**src/rtl/metronome_ctrl.sv**
```systemverilog
// Metronome sequencing controller: tempo/meter state, beat timing and a
// serial restoring divider that turns BPM into a beat period in clock cycles.
module metronome_ctrl #(
    parameter int unsigned CLK_HZ        = 50_000_000,
    parameter int unsigned BPM_MIN       = 30,
    parameter int unsigned BPM_MAX       = 250,
    parameter int unsigned BPM_DEFAULT   = 120,
    parameter int unsigned METER_DEFAULT = 4,
    parameter int unsigned METER_MAX     = 7
) (
    input  logic       i_clk,
    input  logic       i_reset,
    input  logic       i_btn_up,
    input  logic       i_btn_down,
    input  logic       i_btn_meter,
    input  logic       i_btn_run,
    output logic [7:0] o_bpm,
    output logic [2:0] o_meter,
    output logic [2:0] o_beat_idx,
    output logic       o_beat,
    output logic       o_downbeat,
    output logic       o_running,
    output logic       o_busy
);

    localparam logic [0:0] ST_STOP = 1'b0;
    localparam logic [0:0] ST_RUN  = 1'b1;

    localparam logic [31:0] DIVIDEND   = 32'(CLK_HZ * 32'd60);
    localparam logic [31:0] PERIOD_RST = DIVIDEND / 32'(BPM_DEFAULT);
    localparam logic [7:0]  BPM_LO     = 8'(BPM_MIN);
    localparam logic [7:0]  BPM_HI     = 8'(BPM_MAX);
    localparam logic [7:0]  BPM_RST    = 8'(BPM_DEFAULT);
    localparam logic [2:0]  METER_HI   = 3'(METER_MAX);
    localparam logic [2:0]  METER_RST  = 3'(METER_DEFAULT);

    logic [0:0]  state_q, state_d;
    logic [7:0]  bpm_q, bpm_d;
    logic [2:0]  meter_q, meter_d;
    logic [2:0]  idx_q, idx_d;
    logic        beat_q, beat_d;
    logic        downbeat_q, downbeat_d;
    logic [31:0] count_q, count_d;
    logic [31:0] period_q, period_d;
    logic        busy_q, busy_d;
    logic [4:0]  div_cnt_q, div_cnt_d;
    logic [31:0] rem_q, rem_d;
    logic [31:0] quo_q, quo_d;

    logic        up_ok;
    logic        dn_ok;
    logic [32:0] trial;
    logic        trial_ge;
    logic [32:0] cnt_inc;
    logic        beat_due;
    logic [2:0]  meter_last;

    always_comb begin
        up_ok      = i_btn_up & ~i_btn_down & (bpm_q < BPM_HI);
        dn_ok      = i_btn_down & ~i_btn_up & (bpm_q > BPM_LO);
        trial      = {rem_q, quo_q[31]} - {25'd0, bpm_q};
        trial_ge   = ~trial[32];
        // Widened increment keeps the compare safe if the period shrinks.
        cnt_inc    = {1'b0, count_q} + 33'd1;
        beat_due   = cnt_inc >= {1'b0, period_q};
        meter_last = meter_q - 3'd1;
    end

    always_comb begin
        bpm_d     = bpm_q;
        busy_d    = busy_q;
        div_cnt_d = div_cnt_q;
        rem_d     = rem_q;
        quo_d     = quo_q;
        period_d  = period_q;

        if (busy_q) begin
            rem_d     = trial_ge ? trial[31:0] : {rem_q[30:0], quo_q[31]};
            quo_d     = {quo_q[30:0], trial_ge};
            div_cnt_d = div_cnt_q + 5'd1;
            if (div_cnt_q == 5'd31) begin
                busy_d   = 1'b0;
                period_d = {quo_q[30:0], trial_ge};
            end
        end else if (up_ok | dn_ok) begin
            bpm_d     = up_ok ? bpm_q + 8'd1 : bpm_q - 8'd1;
            busy_d    = 1'b1;
            div_cnt_d = 5'd0;
            rem_d     = 32'd0;
            quo_d     = DIVIDEND;
        end
    end

    always_comb begin
        meter_d = meter_q;
        if (i_btn_meter) begin
            meter_d = (meter_q >= METER_HI) ? 3'd1 : meter_q + 3'd1;
        end
    end

    always_comb begin
        state_d    = state_q;
        count_d    = count_q;
        idx_d      = idx_q;
        beat_d     = 1'b0;
        downbeat_d = 1'b0;

        case (state_q)
            ST_STOP: begin
                count_d = 32'd0;
                if (i_btn_run) begin
                    state_d    = ST_RUN;
                    idx_d      = 3'd0;
                    beat_d     = 1'b1;
                    downbeat_d = 1'b1;
                end
            end
            ST_RUN: begin
                // A run toggle overrides a beat falling due in the same cycle.
                if (i_btn_run) begin
                    state_d = ST_STOP;
                    count_d = 32'd0;
                    idx_d   = 3'd0;
                end else if (beat_due) begin
                    count_d = 32'd0;
                    beat_d  = 1'b1;
                    if (idx_q >= meter_last) begin
                        idx_d      = 3'd0;
                        downbeat_d = 1'b1;
                    end else begin
                        idx_d = idx_q + 3'd1;
                    end
                end else begin
                    count_d = cnt_inc[31:0];
                end
            end
            default: begin
                state_d = ST_STOP;
                count_d = 32'd0;
                idx_d   = 3'd0;
            end
        endcase
    end

    always_ff @(posedge i_clk or posedge i_reset) begin
        if (i_reset) begin
            state_q    <= ST_STOP;
            bpm_q      <= BPM_RST;
            meter_q    <= METER_RST;
            idx_q      <= 3'd0;
            beat_q     <= 1'b0;
            downbeat_q <= 1'b0;
            count_q    <= 32'd0;
            period_q   <= PERIOD_RST;
            busy_q     <= 1'b0;
            div_cnt_q  <= 5'd0;
            rem_q      <= 32'd0;
            quo_q      <= 32'd0;
        end else begin
            state_q    <= state_d;
            bpm_q      <= bpm_d;
            meter_q    <= meter_d;
            idx_q      <= idx_d;
            beat_q     <= beat_d;
            downbeat_q <= downbeat_d;
            count_q    <= count_d;
            period_q   <= period_d;
            busy_q     <= busy_d;
            div_cnt_q  <= div_cnt_d;
            rem_q      <= rem_d;
            quo_q      <= quo_d;
        end
    end

    assign o_bpm      = bpm_q;
    assign o_meter    = meter_q;
    assign o_beat_idx = idx_q;
    assign o_beat     = beat_q;
    assign o_downbeat = downbeat_q;
    assign o_running  = (state_q == ST_RUN);
    assign o_busy     = busy_q;

endmodule
```
**config.mk**
```make
export PLATFORM = sky130hd
export DESIGN_NAME = metronome_ctrl
export DESIGN_NICKNAME = d
export VERILOG_FILES = /design/src/rtl/metronome_ctrl.sv
export SDC_FILE = /design/constraint.sdc
export NUM_CORES = 1
export LEC_CHECK = 0
export CORE_UTILIZATION = 30
export DETAILED_ROUTE_END_ITERATION = 7
export GPL_TIMING_DRIVEN = 1
export PLACE_DENSITY = 0.49
export SETUP_SLACK_MARGIN = 0.4
export SLEW_MARGIN = 30
export SYNTH_ARGS = -nofsm -noshare
export SYNTH_HDL_FRONTEND = slang
export SYNTH_SLANG_ARGS = --single-unit
```
**constraint.sdc**
```tcl
create_clock -name i_clk -period 4.95 [get_ports i_clk]
set_clock_uncertainty 0.15 [all_clocks]
set_input_delay 0.99 -clock i_clk [delete_from_list [all_inputs] [get_ports i_clk]]
set_output_delay 0.99 -clock i_clk [all_outputs]
set_load 0.05 [all_outputs]
```
==> results of run 1 <==
-- metrics by stage --
stage / std cells / cell area (um2) / total power [mW]
2_1_floorplan: 884 / 8379 / 3.668
3_3_place_gp: 1255 / 9049 / 4.198
3_5_place_dp: 1255 / 9060 / 4.230
4_1_cts: 1287 / 9659 / 5.613
5_1_grt: 1287 / 9672 / 6.005
6_report: 1287 / 9672 / 5.539
-- critical path: cells and delay by family, from the launching register on --
family	cells	cell delay, ns
simple gates	7	1.40
compound gates	4	0.98
fa+ha+maj	2	0.52
flops	1	0.41
buf+inv	2	0.29
xor+xnor	1	0.25
-- metal layers --
metal,vias to the layer above,track usage (%),wire (um)
met4,0,4.309,279
li1,3087,-,-
met3,22,2.712,383
met5,-,0,0
met2,71,19.33,7391
met1,2841,18.06,9099
-- layout by cell type (no fill, tap or decap), drive strengths merged, types with 11 or more instances in the layout --
cell type,count
nand3,27
dfstp,17
xor2,18
clkdlybuf4s50,23
nand2,114
nor2b,37
nor3,28
o21ai,78
inv,69
mux2,21
nor2,40
nand4,14
buf,11
clkbuf,22
xnor2,44
ha,58
dfrtp,134
a21oi,35
nor4,12
-- layout make-up --
cell class,count,share of cell area [%]
Inverter,69,2.717
Sequential cell,151,39.30
Multi-Input combinational cell,629,43.61
Tap cell,372,4.812
Timing Repair Buffer,34,3.364
Clock inverter,10,1.501
Clock buffer,22,4.696
-- synth_stat cells (all sizes together) (8+ instances only) --
cell type,count,area [um2]
nor4,12,90.09
inv,68,255.2
nand2,114,427.9
o31ai,8,60.06
nor2b,37,231.5
a21oi,35,175.2
mux2i,8,80.08
clkbuf,31,116.4
nor2,40,150.1
mux2,21,236.5
xor2,18,157.7
ha,58,725.7
o21ai,78,390.4
dfstp,17,446.7
nor3,28,140.1
nand4,14,87.58
dfrtp,134,3353
xnor2,44,385.4
nand3,27,135.1
-- power by group --
group          switching, mW  internal [mW]
Clock                  0.533          0.811
Sequential             0.384           1.67
Combinational           1.23          0.911
Total                   2.15           3.39
-- flip-flops by register name, summed over array words and instances (netlist names) --
name        cells
count_q        32
div_cnt_q       5
o_beat          1
o_beat_idx      3
o_bpm           8
o_busy          1
o_downbeat      1
o_meter         3
o_running       1
period_q       32
quo_q          32
rem_q          32
-- worst paths after layout --
kind / startpoint / endpoint / slack (ns) / cells past startpoint
max: count_q[0] / count_q[21] / 0.84 / 16
min reg2reg: period_q[28] / period_q[28] / 0.33 / 2
max reg2reg: count_q[0] / count_q[21] / 0.84 / 16
max in group asynchronous: i_reset / o_beat / 3.11 / 3
min in group asynchronous: i_reset / quo_q[1] / 0.70 / 2
min: period_q[28] / period_q[28] / 0.33 / 2
-- logic make-up (layout without fill, tap and decap cells) --
group           Yosys count  in the layout  synth area share (%)
compound gates          159            159                 11.17
xor+xnor                 62             62                 6.483
fa+ha+maj                60             60                 9.143
buf+inv                 104            135                 4.676
flops                   151            151                 45.37
mux                      29             29                 3.780
simple gates            319            319                 19.38
==> tab_implementation.tex, run 1 <==
\begin{tabular}{lr}
\hline
Metric & Value \\
\hline
\multicolumn{2}{l}{\textbf{Worst setup path}} \\
Crit path max-delay cell type & dfrtp\_1 \\
Worst path arrival time & about 4.3 ns \\
Endpoint type of the worst setup path & flip-flop \\
Endpoint required time on the critical path & about 5 ns \\
Maximum net fanout on the critical path & 32 \\
Setup Crit Path Kind & reg -> reg \\
CP peak stage delay & 0.41 ns \\
Worst setup SP type & flip-flop \\
Worst path cell trace & ha\_1, nand4\_1, or2\_2, nor2\_1, and3\_1, xor2\_1, ha\_1, nand4\_1, inv\_1, a221oi\_1, o31ai\_1, a2111oi\_2, o21ai\_0, nand2b\_1, buf\_4, nor2b\_1 \\
\multicolumn{2}{l}{\textbf{Clock tree}} \\
Setup Fix Bufs, Post-CTS & 0 \\
Number of gates given a new drive strength after cts & 0 \\
Clock transition at path regs & 0.06 ns \\
Number of CTS-inserted buffers & 17 \\
TritonCTS Sinks & between 150 and 200 \\
CTS H-tree depth & 4 \\
CTS tree & done \\
Later-pin clock latency in the skew report & $\sim$0.42 ns \\
Clock root buffer & clkbuf\_16 \\
Maximum number of buffers from clock root to sink & 2 \\
Number of buffers inserted by hold repair at cts & 0 \\
\multicolumn{2}{l}{\textbf{STA}} \\
Number of failing setup endpoints in the final timing report & 0 \\
Post-route setup TNS & 0 ns \\
RSZ-0062 raised after global routing & no \\
Hold\_ws & roughly 0.33 ns \\
Tcrit/Tclk final & $\sim$83\% \\
Final worst slack & between 0.8 and 0.9 ns \\
Count of pins over their slew limit & 0 \\
Rel. slew slack & around half \\
Post-layout min period & approximately 4.1 ns \\
Achievable frequency & roughly 240 MHz \\
Number of endpoints with negative hold slack in the final report & 0 \\
Slew at the pin closest to its max-slew limit & 0.7507 ns \\
\multicolumn{2}{l}{\textbf{Floorplan}} \\
Placeable core area & roughly 0.027 mm2 \\
Die width & about 170 um \\
Row Count & 60 \\
Die area & about 0.029 mm2 \\
Initial cell density of the core & around 31\% \\
Ports & 24 \\
Vert. Die Dim & 169.1 um \\
\multicolumn{2}{l}{\textbf{Cells and area}} \\
Multi-input combinational cell area & between 0.004 and 0.005 mm2 \\
Area growth from synthesis to final layout & 15.48\% \\
N\_diodes & 0 \\
Number of filler cells placed in the layout & between 2000 and 3000 \\
Nets & 968 \\
Register cell area after layout & roughly 0.0038 mm2 \\
Fraction of layout instances using a drive strength above 1 & 10.38\% \\
Final Util & 35.59\% \\
\multicolumn{2}{l}{\textbf{Min path}} \\
Class of the tightest hold or removal check & reg -> reg \\
\multicolumn{2}{l}{\textbf{Logic synthesis}} \\
Gate Count Post-Synth & $\sim$880 \\
Unique cell type count in the Yosys netlist & slightly above 60 \\
Number of enable flip-flop cells after synthesis & 0 \\
Total nets after synthesis & 950 \\
Netlist area before placement & approximately 0.0084 mm2 \\
Primary FF master, synth & dfrtp\_1 \\
Post-synthesis register bit count & approximately 150 \\
Sequential element share of the synthesized area & 45.37\% \\
Async set-or-reset flop fraction in the synthesized netlist & 100.0\% \\
Post-synthesis average cell area & 9.475 um2 \\
Total number of yosys warnings & 0 \\
\multicolumn{2}{l}{\textbf{Power and ir drop}} \\
Worst vdd rail ir drop & about 0.46 mV \\
Leak pwr & around 4.1 nW \\
P per Cell Area & about 570 mW/mm2 \\
\multicolumn{2}{l}{\textbf{Detailed routing}} \\
Routed length per instance & about 13 um \\
Detailed-route DRC error count & 0 \\
Detail-routed via count per cell & approximately 4.7 \\
Antenna Nets Post-Route & 0 \\
Total routed wirelength & 17150 um \\
Number of vias after detailed routing & roughly 6000 \\
Iter 0 DRT Violations & about 240 \\
First-pass iteration count of the detailed router & 4 \\
\multicolumn{2}{l}{\textbf{Place}} \\
IO Port Bufs & 23 \\
Detailed placer's ending HPWL & around 11000 um \\
Placer congestion estimate & between 0.7 and 0.8 \\
Pre-CTS setup slack & slightly below 0.6 ns \\
\multicolumn{2}{l}{\textbf{GRT}} \\
Remaining global-route overflow & 0 \\
Largest net degree at the start of global routing & 100 \\
Aggregate global-route resource usage & about an eighth \\
Vias in the first global route & around 6000 \\
Global-route wire length before repair & 29360 um \\
Initial antenna violation count & 0 \\
\multicolumn{2}{l}{\textbf{Outcome}} \\
Outcome & finished, final reports clean \\
\multicolumn{2}{l}{\textbf{Run}} \\
Count of max-cap constraint violations & 0 \\
\hline
\end{tabular}
(Power assumes the default switching activity.)
==> run 2: changes to the inputs <==
- clock period: 4.95 -> 3.7 ns (I/O delays scaled with it)
==> tab_implementation.tex, run 2 (synthesis gave the netlist of run 1 again) <==
\begin{tabular}{lr}
\hline
Metric & Value \\
\hline
\multicolumn{2}{l}{\textbf{Worst setup path}} \\
Endpoint required time on the critical path & 3.89 ns (was 5.14 ns) \\
End of the worst register-to-register path & count\_q[14] (was count\_q[21]) \\
Register-to-register path setup slack & -0.01 ns (was 0.84 ns) \\
Endpoint type of the worst setup path & flip-flop (unchanged) \\
Worst path arrival time & 3.90 ns (was 4.30 ns) \\
Setup Crit Path Kind & reg -> reg (unchanged) \\
Maximum net fanout on the critical path & 18 (was 32) \\
R2R cell count & 17 (was 16) \\
Start point of the critical path & count\_q[8] (was count\_q[0]) \\
Worst path cell trace & nand4\_1, buf\_4, or2\_4, nor2\_4, nand4\_1, xnor2\_2, ha\_1, a21oi\_2, o21ai\_1, a221oi\_2, o31ai\_2, a2111oi\_2, buf\_4, o21ai\_2, nand2b\_4, buf\_12, nor2b\_1 (was ha\_1, nand4\_1, or2\_2, nor2\_1, and3\_1, xor2\_1, ha\_1, nand4\_1, inv\_1, a221oi\_1, o31ai\_1, a2111oi\_2, o21ai\_0, nand2b\_1, buf\_4, nor2b\_1) \\
Worst setup SP type & flip-flop (unchanged) \\
Crit path max-delay cell type & dfrtp\_1 (unchanged) \\
CP peak stage delay & 0.35 ns (was 0.41 ns) \\
FF-to-FF Start & count\_q[8] (was count\_q[0]) \\
\multicolumn{2}{l}{\textbf{STA}} \\
Count of pins over their slew limit & 0 (unchanged) \\
Slew at the pin closest to its max-slew limit & 0.8418 ns (was 0.7507 ns) \\
Final worst slack & -0.009801 ns (was 0.8387 ns) \\
RSZ-0062 raised after global routing & yes (was no) \\
Achievable frequency & 269.6 MHz (was 243.2 MHz) \\
Rel. slew slack & 43.85\% (was 49.49\%) \\
Post-layout min period & 3.710 ns (was 4.111 ns) \\
Number of failing setup endpoints in the final timing report & 1 (was 0) \\
Number of endpoints with negative hold slack in the final report & 0 (unchanged) \\
Tcrit/Tclk final & 100.3\% (was 83.06\%) \\
\multicolumn{2}{l}{\textbf{GRT}} \\
Initial antenna violation count & 0 (unchanged) \\
Remaining global-route overflow & 0 (unchanged) \\
Global-route wire length before repair & 31170 um (was 29360 um) \\
Aggregate global-route resource usage & 13.55\% (was 12.79\%) \\
Largest net degree at the start of global routing & 84 (was 100) \\
Global Route met2 Usage & 22.04\% (was 19.33\%) \\
Grt met3 use & 2.502\% (was 2.712\%) \\
Met1 global-route usage & 18.44\% (was 18.06\%) \\
Vias in the first global route & 6294 (was 5931) \\
Most heavily used metal layer in global routing & met2 (unchanged) \\
\multicolumn{2}{l}{\textbf{Cells and area}} \\
Nets & 1028 (was 968) \\
Number of filler cells placed in the layout & 2792 (was 2829) \\
Commonest non-fill, non-tap cell in the layout & dfrtp\_1 (unchanged) \\
Area growth from synthesis to final layout & 24.07\% (was 15.48\%) \\
Multi-input combinational cell area & 0.004456 mm2 (was 0.004218 mm2) \\
Final Util & 38.24\% (was 35.59\%) \\
Fraction of layout instances using a drive strength above 1 & 19.90\% (was 10.38\%) \\
N\_diodes & 0 (unchanged) \\
Register cell area after layout & 0.003806 mm2 (was 0.003801 mm2) \\
Top library cells by usage in the layout, fill and taps aside & dfrtp\_1 (129), nand2\_1 (114), o21ai\_0 (73), inv\_1 (67), buf\_4 (66) (was dfrtp\_1 (133), nand2\_1 (114), o21ai\_0 (78), inv\_1 (67), ha\_1 (58)) \\
\multicolumn{2}{l}{\textbf{Detailed routing}} \\
Total routed wirelength & 18350 um (was 17150 um) \\
Number of vias after detailed routing & 6247 (was 6021) \\
Iter 0 DRT Violations & 241 (was 243) \\
Antenna Nets Post-Route & 0 (unchanged) \\
Detailed-route DRC error count & 0 (unchanged) \\
Detail-routed via count per cell & 4.638 (was 4.678) \\
Routed length per instance & 13.62 um (was 13.33 um) \\
First-pass iteration count of the detailed router & 4 (unchanged) \\
\multicolumn{2}{l}{\textbf{Power and ir drop}} \\
Worst vdd rail ir drop & 0.4702 mV (was 0.4588 mV) \\
P per Cell Area & 735.7 mW/mm2 (was 572.7 mW/mm2) \\
Leak pwr & 4.495 nW (was 4.083 nW) \\
\multicolumn{2}{l}{\textbf{Clock tree}} \\
Number of buffers inserted by hold repair at cts & 0 (unchanged) \\
CTS tree & done (unchanged) \\
Maximum number of buffers from clock root to sink & 2 (unchanged) \\
Later-pin clock latency in the skew report & 0.42 ns (about the same) \\
TritonCTS Sinks & 151 (unchanged) \\
Clock transition at path regs & 0.06 ns (about the same) \\
Number of CTS-inserted buffers & 17 (unchanged) \\
CTS H-tree depth & 4 (unchanged) \\
Clock root buffer & clkbuf\_16 (unchanged) \\
\multicolumn{2}{l}{\textbf{Floorplan}} \\
Ports & 24 (unchanged) \\
Placeable core area & 0.02718 mm2 (unchanged) \\
Row Count & 60 (unchanged) \\
Vert. Die Dim & 169.1 um (unchanged) \\
Initial cell density of the core & 30.82\% (unchanged) \\
Die area & 0.02859 mm2 (unchanged) \\
Die width & 169.1 um (unchanged) \\
\multicolumn{2}{l}{\textbf{Min path}} \\
Startpoint of the worst hold path & period\_q[14] (was period\_q[28]) \\
Class of the tightest hold or removal check & reg -> reg (unchanged) \\
Hold Path Sink & period\_q[14] (was period\_q[28]) \\
Worst hold path depth & 2 (unchanged) \\
\multicolumn{2}{l}{\textbf{Place}} \\
Detailed placer's ending HPWL & 12720 um (was 11470 um) \\
Pre-CTS setup slack & -0.008111 ns (was 0.5815 ns) \\
Placer congestion estimate & 0.8176 (was 0.7502) \\
IO Port Bufs & 23 (unchanged) \\
\multicolumn{2}{l}{\textbf{Outcome}} \\
Outcome & finished, violations left (was finished, final reports clean) \\
Violated checks & negative setup slack \\
\multicolumn{2}{l}{\textbf{Run}} \\
Count of max-cap constraint violations & 0 (unchanged) \\
\hline
\end{tabular}
==> run 2: worst max path at each step <==
stage | slack, ns | cells after the start | end
after floorplan | 0.22 | 17 | count_q[20]
after global placement | 0.02 | 19 | o_beat_idx[2]
after detailed placement | -0.008 | 19 | o_beat_idx[2]
after CTS | 0.04 | 17 | count_q[14]
after global routing | -0.25 | 17 | count_q[10]
final | -0.01 | 17 | count_q[14]
==> run 2: repair_timing <==
item	CTS	global route
resized for setup	7	33
pin swaps	8	5
buffers inserted	3	7
gates cloned	0	1
setup endpoints to repair	43	58
==> run 2: per-stage QoR <==
step | total power, mW | TNS (ns) | hold WS [ns] | std cells | cell area (um2)
3_5_place_dp | 5.857 | -0.008111 | 0.3266 | 1304 | 9524
6_report | 7.645 | -0.009801 | 0.3288 | 1347 | 10390
3_3_place_gp | 5.819 | 0 | 0.3150 | 1304 | 9524
5_1_grt | 8.285 | -8.252 | 0.3587 | 1347 | 10390
4_1_cts | 7.635 | 0 | 0.3356 | 1339 | 10160
2_1_floorplan | 4.947 | 0 | 0.2998 | 884 | 8484
==> run 2: metal layers <==
metal / vias to the layer above / routed length, um
li1: 3214 / -
met5: - / 0
met3: 10 / 372
met1: 2968 / 9352
met4: 0 / 151
met2: 55 / 8470
==> run 2: layout make-up <==
class / instances / share of cell area, %
clock inverter: 8 / 0.9512
inverter: 69 / 2.529
tap: 372 / 4.479
sequential: 151 / 36.63
clock buffer: 24 / 4.539
multi-input combinational: 629 / 42.88
timing repair buffer: 94 / 7.995
==> run 2: report_power, final <==
part	switching [mW]	total (mW)	internal, mW
Combinational	1.79	3.20	1.41
Clock	0.680	1.71	1.03
Sequential	0.503	2.74	2.24
==> run 2: worst max-delay path, delay by kind of cell (launching register included) <==
family	cells	cell delay [ns]
AO/OA/AOI/OAI	6	0.99
XOR/XNOR	1	0.18
adder cells (fa/ha/maj)	1	0.34
buffers and inverters	3	0.54
flip-flops	1	0.35
AND/OR/NAND/NOR	6	1.05
==> run 3: changes to the inputs <==
- PLACE_DENSITY: 0.49 -> not set
==> tab_implementation.tex, run 3 (synthesis gave the netlist of run 1 again) <==
\begin{tabular}{lr}
\hline
Metric & Value \\
\hline
\multicolumn{2}{l}{\textbf{Detailed routing}} \\
First-pass iteration count of the detailed router & 5 (was 4) \\
Antenna Nets Post-Route & 0 (unchanged) \\
Detail-routed via count per cell & 4.779 (was 4.638) \\
Routed length per instance & 13.56 um (was 13.62 um) \\
Number of vias after detailed routing & 6389 (was 6247) \\
Detailed-route DRC error count & 0 (unchanged) \\
Total routed wirelength & 18130 um (was 18350 um) \\
Iter 0 DRT Violations & 259 (was 241) \\
\multicolumn{2}{l}{\textbf{Cells and area}} \\
Nets & 1018 (was 1028) \\
Number of filler cells placed in the layout & 2725 (was 2792) \\
N\_diodes & 0 (unchanged) \\
Fraction of layout instances using a drive strength above 1 & 20.10\% (was 19.90\%) \\
Commonest non-fill, non-tap cell in the layout & dfrtp\_1 (unchanged) \\
Register cell area after layout & 0.003804 mm2 (was 0.003806 mm2) \\
Multi-input combinational cell area & 0.004548 mm2 (was 0.004456 mm2) \\
Non-filler instance count after layout & 1337 (was 1347) \\
Area growth from synthesis to final layout & 24.98\% (was 24.07\%) \\
Top library cells by usage in the layout, fill and taps aside & dfrtp\_1 (131), nand2\_1 (113), o21ai\_0 (72), inv\_1 (67), ha\_1 (57) (was dfrtp\_1 (129), nand2\_1 (114), o21ai\_0 (73), inv\_1 (67), buf\_4 (66)) \\
\multicolumn{2}{l}{\textbf{Clock tree}} \\
Number of buffers inserted by hold repair at cts & 0 (unchanged) \\
TritonCTS Sinks & 151 (unchanged) \\
Later-pin clock latency in the skew report & 0.43 ns (was 0.42 ns) \\
Number of CTS-inserted buffers & 17 (unchanged) \\
CTS tree & done (unchanged) \\
Clock root buffer & clkbuf\_16 (unchanged) \\
Maximum number of buffers from clock root to sink & 2 (unchanged) \\
Clock transition at path regs & 0.06 ns (about the same) \\
CTS H-tree depth & 4 (unchanged) \\
\multicolumn{2}{l}{\textbf{Power and ir drop}} \\
Worst vdd rail ir drop & 0.4935 mV (was 0.4702 mV) \\
Net switching power & 3.005 mW (was 2.974 mW) \\
P per Cell Area & 760.6 mW/mm2 (was 735.7 mW/mm2) \\
Leak pwr & 4.498 nW (was 4.495 nW) \\
Share of power burned in the clock network & 25.2\% (was 22.3\%) \\
Overall power consumption & 7.962 mW (was 7.645 mW) \\
Flop pwr share & 34.6\% (was 35.8\%) \\
Switching part of the total power & 37.75\% (was 38.90\%) \\
Power share of the combinational group & 40.3\% (was 41.8\%) \\
Power Internal & 4.956 mW (was 4.671 mW) \\
\multicolumn{2}{l}{\textbf{Run}} \\
Count of max-cap constraint violations & 0 (unchanged) \\
\multicolumn{2}{l}{\textbf{GRT}} \\
Aggregate global-route resource usage & 13.51\% (was 13.55\%) \\
Largest net degree at the start of global routing & 73 (was 84) \\
Global-route wire length before repair & 31070 um (was 31170 um) \\
Initial antenna violation count & 0 (unchanged) \\
Remaining global-route overflow & 0 (unchanged) \\
Vias in the first global route & 6343 (was 6294) \\
\multicolumn{2}{l}{\textbf{Outcome}} \\
Outcome & finished, final reports clean (was finished, violations left) \\
\multicolumn{2}{l}{\textbf{Worst setup path}} \\
Setup Crit Path Kind & reg -> reg (unchanged) \\
Maximum net fanout on the critical path & 8 (was 18) \\
Endpoint type of the worst setup path & flip-flop (unchanged) \\
Endpoint required time on the critical path & 3.90 ns (was 3.89 ns) \\
Worst path arrival time & 3.83 ns (was 3.90 ns) \\
CP peak stage delay & 0.35 ns (about the same) \\
Worst setup SP type & flip-flop (unchanged) \\
R2R cell count & 16 (was 17) \\
Crit path max-delay cell type & dfrtp\_1 (unchanged) \\
FF-to-FF Start & count\_q[1] (was count\_q[8]) \\
End of the worst register-to-register path & count\_q[2] (was count\_q[14]) \\
Critical Path Most Common Cell & nand4\_1 \\
Worst path cell trace & ha\_2, nand4\_1, or2\_4, nor2\_4, nand4\_1, xnor2\_2, ha\_1, a21oi\_1, o21ai\_1, a221oi\_2, o31ai\_2, a2111oi\_2, buf\_4, o21ai\_4, nand2b\_4, nor2b\_1 (was nand4\_1, buf\_4, or2\_4, nor2\_4, nand4\_1, xnor2\_2, ha\_1, a21oi\_2, o21ai\_1, a221oi\_2, o31ai\_2, a2111oi\_2, buf\_4, o21ai\_2, nand2b\_4, buf\_12, nor2b\_1) \\
Register-to-register path setup slack & 0.07 ns (was -0.01 ns) \\
\multicolumn{2}{l}{\textbf{Place}} \\
Detailed placer's ending HPWL & 11910 um (was 12720 um) \\
IO Port Bufs & 23 (unchanged) \\
Placer congestion estimate & 0.7856 (was 0.8176) \\
Total placed cells including tap cells & 1282 (was 1304) \\
Pre-CTS setup slack & -0.1976 ns (was -0.008111 ns) \\
\multicolumn{2}{l}{\textbf{Min path}} \\
Worst hold path depth & 2 (unchanged) \\
Hold Path Sink & period\_q[10] (was period\_q[14]) \\
Class of the tightest hold or removal check & reg -> reg (unchanged) \\
Startpoint of the worst hold path & period\_q[10] (was period\_q[14]) \\
\multicolumn{2}{l}{\textbf{STA}} \\
Final worst slack & 0.07086 ns (was -0.009801 ns) \\
Rel. slew slack & 40.95\% (was 43.85\%) \\
Number of endpoints with negative hold slack in the final report & 0 (unchanged) \\
Number of failing setup endpoints in the final timing report & 0 (was 1) \\
Achievable frequency & 275.5 MHz (was 269.6 MHz) \\
Tcrit/Tclk final & 98.08\% (was 100.3\%) \\
Count of pins over their slew limit & 0 (unchanged) \\
Post-layout min period & 3.629 ns (was 3.710 ns) \\
RSZ-0062 raised after global routing & yes (unchanged) \\
Slew at the pin closest to its max-slew limit & 0.8825 ns (was 0.8418 ns) \\
Post-route setup TNS & 0 ns (was -0.009801 ns) \\
\multicolumn{2}{l}{\textbf{Floorplan}} \\
Die width & 169.1 um (unchanged) \\
Initial cell density of the core & 30.82\% (unchanged) \\
Placeable core area & 0.02718 mm2 (unchanged) \\
Die area & 0.02859 mm2 (unchanged) \\
Vert. Die Dim & 169.1 um (unchanged) \\
Ports & 24 (unchanged) \\
Row Count & 60 (unchanged) \\
\hline
\end{tabular}
## run 3: layout make-up
| type | count | share of cell area, % |
|---|---|---|
| flip-flops and latches | 151 | 36.34 |
| inverters | 69 | 2.510 |
| repair buffers | 81 | 6.670 |
| clock inverters | 11 | 2.092 |
| well taps | 372 | 4.447 |
| multi-input cells | 632 | 43.45 |
| clock buffers | 21 | 4.494 |
## run 3: per-stage QoR
| step | instance area, um2 | utilization (%) | hold slack [ns] |
|---|---|---|---|
| 2_1_floorplan | 8484 | - | 0.2998 |
| 3_3_place_gp | 9334 | 34.35 | 0.3135 |
| 3_5_place_dp | 9334 | 34.35 | 0.3212 |
| 4_1_cts | 10250 | 37.73 | 0.3320 |
| 5_1_grt | 10470 | 38.52 | 0.3572 |
| 6_report | 10470 | 38.52 | 0.3283 |
## run 3: repair_timing
| item | 4_1_cts | 5_1_grt |
|---|---|---|
| pin swaps | 16 | 15 |
| setup endpoints to repair | 45 | 58 |
| gates resized for setup | 23 | 35 |
| buffers inserted | 12 | 7 |
| gates cloned | 3 | 1 |
| endpoints found under the hold margin | 0 | 0 |
## run 3: worst max path at each step
stage / slack [ns] / endpoint / startpoint / depth (start not counted)
6_report: 0.07 / count_q[2] / count_q[1] / 16
2_1_floorplan: 0.22 / count_q[20] / count_q[0] / 17
4_1_cts: 0.05 / count_q[2] / count_q[1] / 15
3_5_place_dp: -0.20 / o_beat_idx[2] / count_q[1] / 17
3_3_place_gp: -0.04 / count_q[16] / count_q[1] / 16
5_1_grt: -0.16 / count_q[2] / count_q[1] / 16
## run 3: worst max-delay path, delay by kind of cell, from the launching register on
family / cells / cell delay [ns]
DFF: 1 / 0.35
xor gates and xnor gates: 1 / 0.18
adders and majority gates: 2 / 0.50
and+or+nand+nor: 6 / 1.11
AOI/OAI and AO/OA: 6 / 1.07
buffers and inverters: 1 / 0.18
## run 3: power by group through the flow
stage	registers (mW)	clock network, mW	logic (mW)
finish	2.75	2.00	3.21
global route	2.84	2.13	3.61
CTS	2.74	2.05	3.12
detailed placement	2.77	0	3.01
global placement	2.75	0	2.94
floorplan	2.86	0	2.09
## run 3: layer usage
metal | part of all wire, % | wire length (um) | vias to the layer above | GRT usage, %
li1 | - | - | 3191 | -
met1 | 47 | 8585 | 3096 | 17.75
met2 | 48 | 8778 | 88 | 22.49
met3 | 3.1 | 570 | 14 | 3.297
met4 | 1.1 | 199 | 0 | 2.899
met5 | 0 | 0 | - | 0
